$ cat src/rtl/sample_player.sv
// Clip-playback engine: streams one of NUM_CLIPS equal-length clips from a
// synchronous sample ROM to the codec write path, one sample per handshake.
module sample_player #(
  parameter int DATA_W     = 24,
  parameter int CLIP_DEPTH = 24000,
  parameter int NUM_CLIPS  = 4,
  parameter int ADDR_W     = 17,
  parameter int ROM_LAT    = 1,
  localparam int CLIP_W    = (NUM_CLIPS > 1) ? $clog2(NUM_CLIPS) : 1
) (
  input  logic              clk,
  input  logic              reset,
  input  logic              rd_wr_en,
  input  logic              play,
  input  logic              stop,
  input  logic              loop,
  input  logic [CLIP_W-1:0] clip_sel,
  input  logic [2:0]        atten,
  output logic [ADDR_W-1:0] rom_addr,
  input  logic [DATA_W-1:0] rom_q,
  output logic [DATA_W-1:0] wdata_left,
  output logic [DATA_W-1:0] wdata_right,
  output logic              busy,
  output logic              done,
  output logic              underrun
);

  localparam int OFF_W = (CLIP_DEPTH > 1) ? $clog2(CLIP_DEPTH) : 1;
  localparam int SET_W = $clog2(ROM_LAT + 1);
  localparam logic [OFF_W-1:0] LAST_OFF = OFF_W'(CLIP_DEPTH - 1);
  localparam logic [SET_W-1:0] SET_MAX  = SET_W'(ROM_LAT);

  localparam logic [1:0] IDLE = 2'd0;
  localparam logic [1:0] PLAY = 2'd1;
  localparam logic [1:0] TAIL = 2'd2;

  logic [1:0]        state_r,    state_s;
  logic [CLIP_W-1:0] clip_r,     clip_s;
  logic              loop_r,     loop_s;
  logic [2:0]        atten_r,    atten_s;
  logic [OFF_W-1:0]  offset_r,   offset_s;
  logic [SET_W-1:0]  settle_r,   settle_s;
  logic [ADDR_W-1:0] rom_addr_r, addr_s;
  logic [DATA_W-1:0] wdata_r,    wdata_s;
  logic              done_r,     done_s;
  logic              busy_r;
  logic              underrun_r, underrun_s;
  logic              settled_s;
  logic signed [DATA_W-1:0] rom_q_s;
  logic signed [DATA_W-1:0] sample_s;

  assign rom_addr    = rom_addr_r;
  assign wdata_left  = wdata_r;
  assign wdata_right = wdata_r;
  assign busy        = busy_r;
  assign done        = done_r;
  assign underrun    = underrun_r;

  // Next-state decode: stop beats play, play beats a same-cycle handshake.
  always_comb begin
    state_s    = state_r;
    clip_s     = clip_r;
    loop_s     = loop_r;
    atten_s    = atten_r;
    offset_s   = offset_r;
    wdata_s    = wdata_r;
    done_s     = 1'b0;
    underrun_s = underrun_r;
    settled_s  = (settle_r == SET_MAX);
    rom_q_s    = rom_q;
    sample_s   = rom_q_s >>> atten_r;
    if (stop) begin
      state_s = IDLE;
      wdata_s = {DATA_W{1'b0}};
    end else if (play) begin
      state_s    = PLAY;
      clip_s     = clip_sel;
      loop_s     = loop;
      atten_s    = atten;
      offset_s   = {OFF_W{1'b0}};
      underrun_s = 1'b0;
    end else begin
      case (state_r)
        IDLE: begin
          wdata_s = {DATA_W{1'b0}};
        end
        PLAY: begin
          if (rd_wr_en && settled_s) begin
            wdata_s = sample_s;
            if (offset_r != LAST_OFF) begin
              offset_s = offset_r + OFF_W'(1);
            end else if (loop_r) begin
              offset_s = {OFF_W{1'b0}};
            end else begin
              state_s = TAIL;
            end
          end else if (rd_wr_en) begin
            underrun_s = 1'b1;
          end else begin
            underrun_s = underrun_r;
          end
        end
        TAIL: begin
          if (rd_wr_en) begin
            state_s = IDLE;
            wdata_s = {DATA_W{1'b0}};
            done_s  = 1'b1;
          end else begin
            done_s  = 1'b0;
          end
        end
        default: begin
          state_s = IDLE;
          wdata_s = {DATA_W{1'b0}};
        end
      endcase
    end
    // The settle counter restarts whenever the registered address moves.
    addr_s = ADDR_W'(clip_s) * ADDR_W'(CLIP_DEPTH) + ADDR_W'(offset_s);
    if (addr_s != rom_addr_r) begin
      settle_s = {SET_W{1'b0}};
    end else if (settle_r != SET_MAX) begin
      settle_s = settle_r + SET_W'(1);
    end else begin
      settle_s = settle_r;
    end
  end

  // State and output registers.
  always_ff @(posedge clk or negedge reset) begin
    if (!reset) begin
      state_r    <= IDLE;
      clip_r     <= {CLIP_W{1'b0}};
      loop_r     <= 1'b0;
      atten_r    <= 3'd0;
      offset_r   <= {OFF_W{1'b0}};
      settle_r   <= {SET_W{1'b0}};
      rom_addr_r <= {ADDR_W{1'b0}};
      wdata_r    <= {DATA_W{1'b0}};
      done_r     <= 1'b0;
      busy_r     <= 1'b0;
      underrun_r <= 1'b0;
    end else begin
      state_r    <= state_s;
      clip_r     <= clip_s;
      loop_r     <= loop_s;
      atten_r    <= atten_s;
      offset_r   <= offset_s;
      settle_r   <= settle_s;
      rom_addr_r <= addr_s;
      wdata_r    <= wdata_s;
      done_r     <= done_s;
      busy_r     <= (state_s != IDLE);
      underrun_r <= underrun_s;
    end
  end

endmodule

$ cat config.mk
export PLATFORM = sky130hd
export DESIGN_NAME = sample_player
export DESIGN_NICKNAME = d
export VERILOG_FILES = /design/src/rtl/sample_player.sv
export SDC_FILE = /design/constraint.sdc
export NUM_CORES = 1
export LEC_CHECK = 0
export ABC_CLOCK_PERIOD_IN_PS = 6680
export BUFFER_PORTS_ARGS = -buffer_cell sky130_fd_sc_hd__buf_4
export CAP_MARGIN = 10
export CORE_ASPECT_RATIO = 0.5
export CORE_MARGIN = 2
export CORE_UTILIZATION = 50
export DETAILED_ROUTE_END_ITERATION = 16
export PLACE_DENSITY = 0.75
export SYNTH_ARGS = -nofsm -noshare
export SYNTH_HDL_FRONTEND = slang
export SYNTH_SLANG_ARGS = --single-unit
export TNS_END_PERCENT = 100
$ cat constraint.sdc
create_clock -name clk -period 6.68 [get_ports clk]
set_input_delay 0.668 -clock clk [delete_from_list [all_inputs] [get_ports clk]]
set_output_delay 0.668 -clock clk [all_outputs]
set_load 0.05 [all_outputs]
==> results by group <==
Status
  • Status: completed

Floorplanning
  • Starting Density: 50.7%
  • Die Ht: 70.0 um
  • Core Box Area: 8590 um2
  • Die area: 9520 um2
  • FP Rows: 24
  • Boundary Pins: 103
  • Die X: 136 um

Route
  • Via count: 3,739
  • Routed wire length: 10,600 um
  • Drt pass-1 iters: 4
  • Vias per cell: 5.67
  • First DRT Iteration DRCs: 306
  • Wire per inst: 16.1 um
  • # DRC: 0
  • Antenna viol nets, final: 0

Critical path
  • Max stage delay on crit path: 610 ps
  • Critical path type: flop to flop
  • Slowest CP cell: nor4_1
  • Crit path buf inv count: 0
  • Crit-path cells: ha_1, nand3_1, nor4_1, and3_1, nor2_1, o21ai_0, o21ai_0, ha_1, xnor2_2, nor3_1, a221o_1, a311o_1, nor4_1, nand3_2, nor4_2
  • Worst r2r src: rom_addr[0]
  • CP Capture Point: settle_r
  • Crit Path Max Fanout: 13
  • Crit start category: flop
  • CP Data Required Time: 6910 ps
  • Worst path depth: 15
  • Path depth of the worst reg2reg path: 15
  • R2r setup slk: 1850 ps
  • Worst R2R End: settle_r
  • Worst Setup SP: rom_addr[0]
  • Crit path DAT: 5060 ps
  • Critical path endpoint category: flop
  • CP top delay family: simple AND/OR/NAND/NOR gates

Clock network
  • Post-CTS Setup Bufs: 0
  • Total CTS buffers: 9
  • Reg clk slew, reported paths: 50 ps
  • Clk buf depth: 2
  • Clk sink count: 62
  • Hold buffers post-CTS: 0
  • Root buffer cell: clkbuf_16
  • Clk_lat worst skew: 340 ps
  • Resize count post-CTS: 0
  • CTS tree: yes
  • Clock H-tree levels: 3

Synthesis
  • Netlist Area Pre-Place: 4360 um2
  • Commonest cells post-synth: dfrtp_1, nand2_1, o21ai_0, mux2i_1, nor2_1
  • Post-synth EDFFs: 0
  • Synth warn: 0
  • Post-synth top area share: 35.6%
  • Seq/Total Area, Yosys: 35.6%
  • Syn Nets: 527
  • Yosys reg bits: 62
  • Avg Cell Area, Syn: 9.13 um2
  • Post-Synthesis Cells: 477
  • Synth unique cells: 64
  • Asr flop ratio synth: 100%
  • Top_reg_cell synth: dfrtp_1
  • Synth top area cells: dfrtp_1, mux2i_1, o21ai_0
  • Cell taking the most area after synthesis: dfrtp_1
  • Most common cell in the netlist: dfrtp_1

Placement
  • Routability-driven placement congestion ratio: 0.931
  • Placed insts: 645
  • Port buffer count: 102
  • Hpwl dp: 7760 um

Global route
  • GRT Residual Overflow: 0
  • Vias in the first global route: 3,589
  • Initial antenna violation count: 0
  • First-pass GRT wire length: 17,600 um
  • Largest net degree at the start of global routing: 63
  • GRT Total Usage: 23.5%

STA
  • Minimum clock period: 4830 ps
  • Worst Hold Slack: 408 ps
  • Setup-failing EPs final: 0
  • Period utilisation layout: 72.3%
  • Pins Over Slew Limit: 0
  • Final hold violations: 0
  • Relative slew slack: 19.4%
  • Fin Clk Skew: 5.11 ps
  • RSZ-0062 raised after global routing: false
  • Fin Setup TNS: 0 ps
  • Highest clock rate: 207 MHz
  • Worst-Margin Slew: 1210 ps

Final layout
  • Fill cells: 754
  • Layout area overhead: 20.6%
  • Share of cells above drive strength 1: 24.9%
  • Seq. cell area: 1550 um2
  • # diodes: 0
  • Layout Nets: 589
  • Non-Filler Instances: 660
  • Post-layout util: 61.2%
  • Footprint of the multi-input gates: 2410 um2

Hold path
  • HP Class: primary input to async pin

Pwr
  • Maximum VDD drop: 123 uV
  • Pleak: 2.51 nW
  • Pwr Density: 235 nW/um2
  • Overall Power: 1.23 mW

Job
  • Max_cap viols: 0
[kinds of logic (layout without fill, tap and decap cells)]
family                   count (synthesis)  count (layout)  synth area share [%]
multiplexers                            55              55                  13.8
buffers and inverters                   63             129                  8.99
adder cells (fa/ha/maj)                 15              15                  4.48
AND/OR/NAND/NOR                        145             145                  15.5
flip-flops                              62              62                  35.6
AO/OA/AOI/OAI                          118             118                  17.6
XOR/XNOR                                19              19                  3.99
[cell type report]
type                            instances  share of cell area, %
Clock buffer                           11                   4.81
Clock inverter                          4                   1.33
Inverter                               10                  0.715
Multi-Input combinational cell        352                   46.0
Sequential cell                        62                   29.5
Tap cell                              117                   2.79
Timing Repair Buffer                  104                   14.9
[cells in the final DEF (no fill, tap or decap), types with 2 or more instances in the layout]
master,n
buf_4,104
dfrtp_1,62
nand2_1,59
o21ai_0,53
mux2i_1,51
nor2_1,33
a21oi_1,19
ha_1,14
nor3_1,13
xor2_1,11
inv_1,9
clkbuf_16,9
nand3_1,7
xnor2_1,7
a211oi_1,7
nor4_1,5
and3_1,4
nand4_1,4
a21o_1,4
nor2b_1,4
mux4_2,4
o41ai_1,3
a31oi_1,3
o21a_1,3
or2_2,2
or3_1,2
o31a_1,2
a22o_1,2
o32ai_1,2
a311oi_1,2
o211a_1,2
o22ai_1,2
o311ai_0,2
clkbuf_8,2
bufinv_16,2
clkinv_2,2
[stage by stage]
step | worst slack (ps) | cell area (um2)
6_report | 1850 | 5250
4_1_cts | 1900 | 5250
2_1_floorplan | 2690 | 4360
5_1_grt | 1400 | 5250
3_3_place_gp | 2050 | 4930
3_5_place_dp | 1930 | 4930
[worst register-to-register path, cell delays in order (launching register included)]
cell     delay [ps]
dfrtp_1         500
ha_1            310
nand3_1         390
nor4_1          620
and3_1          310
nor2_1           60
o21ai_0         150
o21ai_0         190
ha_1            470
xnor2_2         270
nor3_1          120
a221o_1         320
a311o_1         290
nor4_1          320
nand3_2         110
nor4_2          290
[power by group]
group	internal, mW	switching, mW	total (mW)
Combinational	0.126	0.182	0.308
Clock	0.343	0.164	0.507
Sequential	0.393	0.0248	0.418
Total	0.862	0.371	1.23
[routing by layer]
layer	vias to the layer above	GRT usage (%)	wire, um
li1	1820	-	-
met1	1786	32.2	4830
met2	118	37.0	4960
met3	15	6.32	714
met4	0	6.25	95
met5	-	0	0
[registers in the layout (all words and copies together), names as in the netlist]
signal      cells
done            1
busy            1
underrun        1
atten_r         3
clip_r          2
state_r         2
offset_r        9
rom_addr       17
wdata_left     24
settle_r        1
loop_r          1
[worst min path at each step]
stage	start	endpoint	slack (ps)	depth (start not counted)
after floorplan	reset	atten_r[0]	370	0
after global placement	atten_r[1]	atten_r[1]	460	2
after detailed placement	atten_r[1]	atten_r[1]	470	2
after CTS	reset	rom_addr[8]	450	1
after global routing	reset	clip_r[0]	480	1
final	reset	offset_r[7]	410	1
Note: power is estimated with default switching activity, not from simulation.
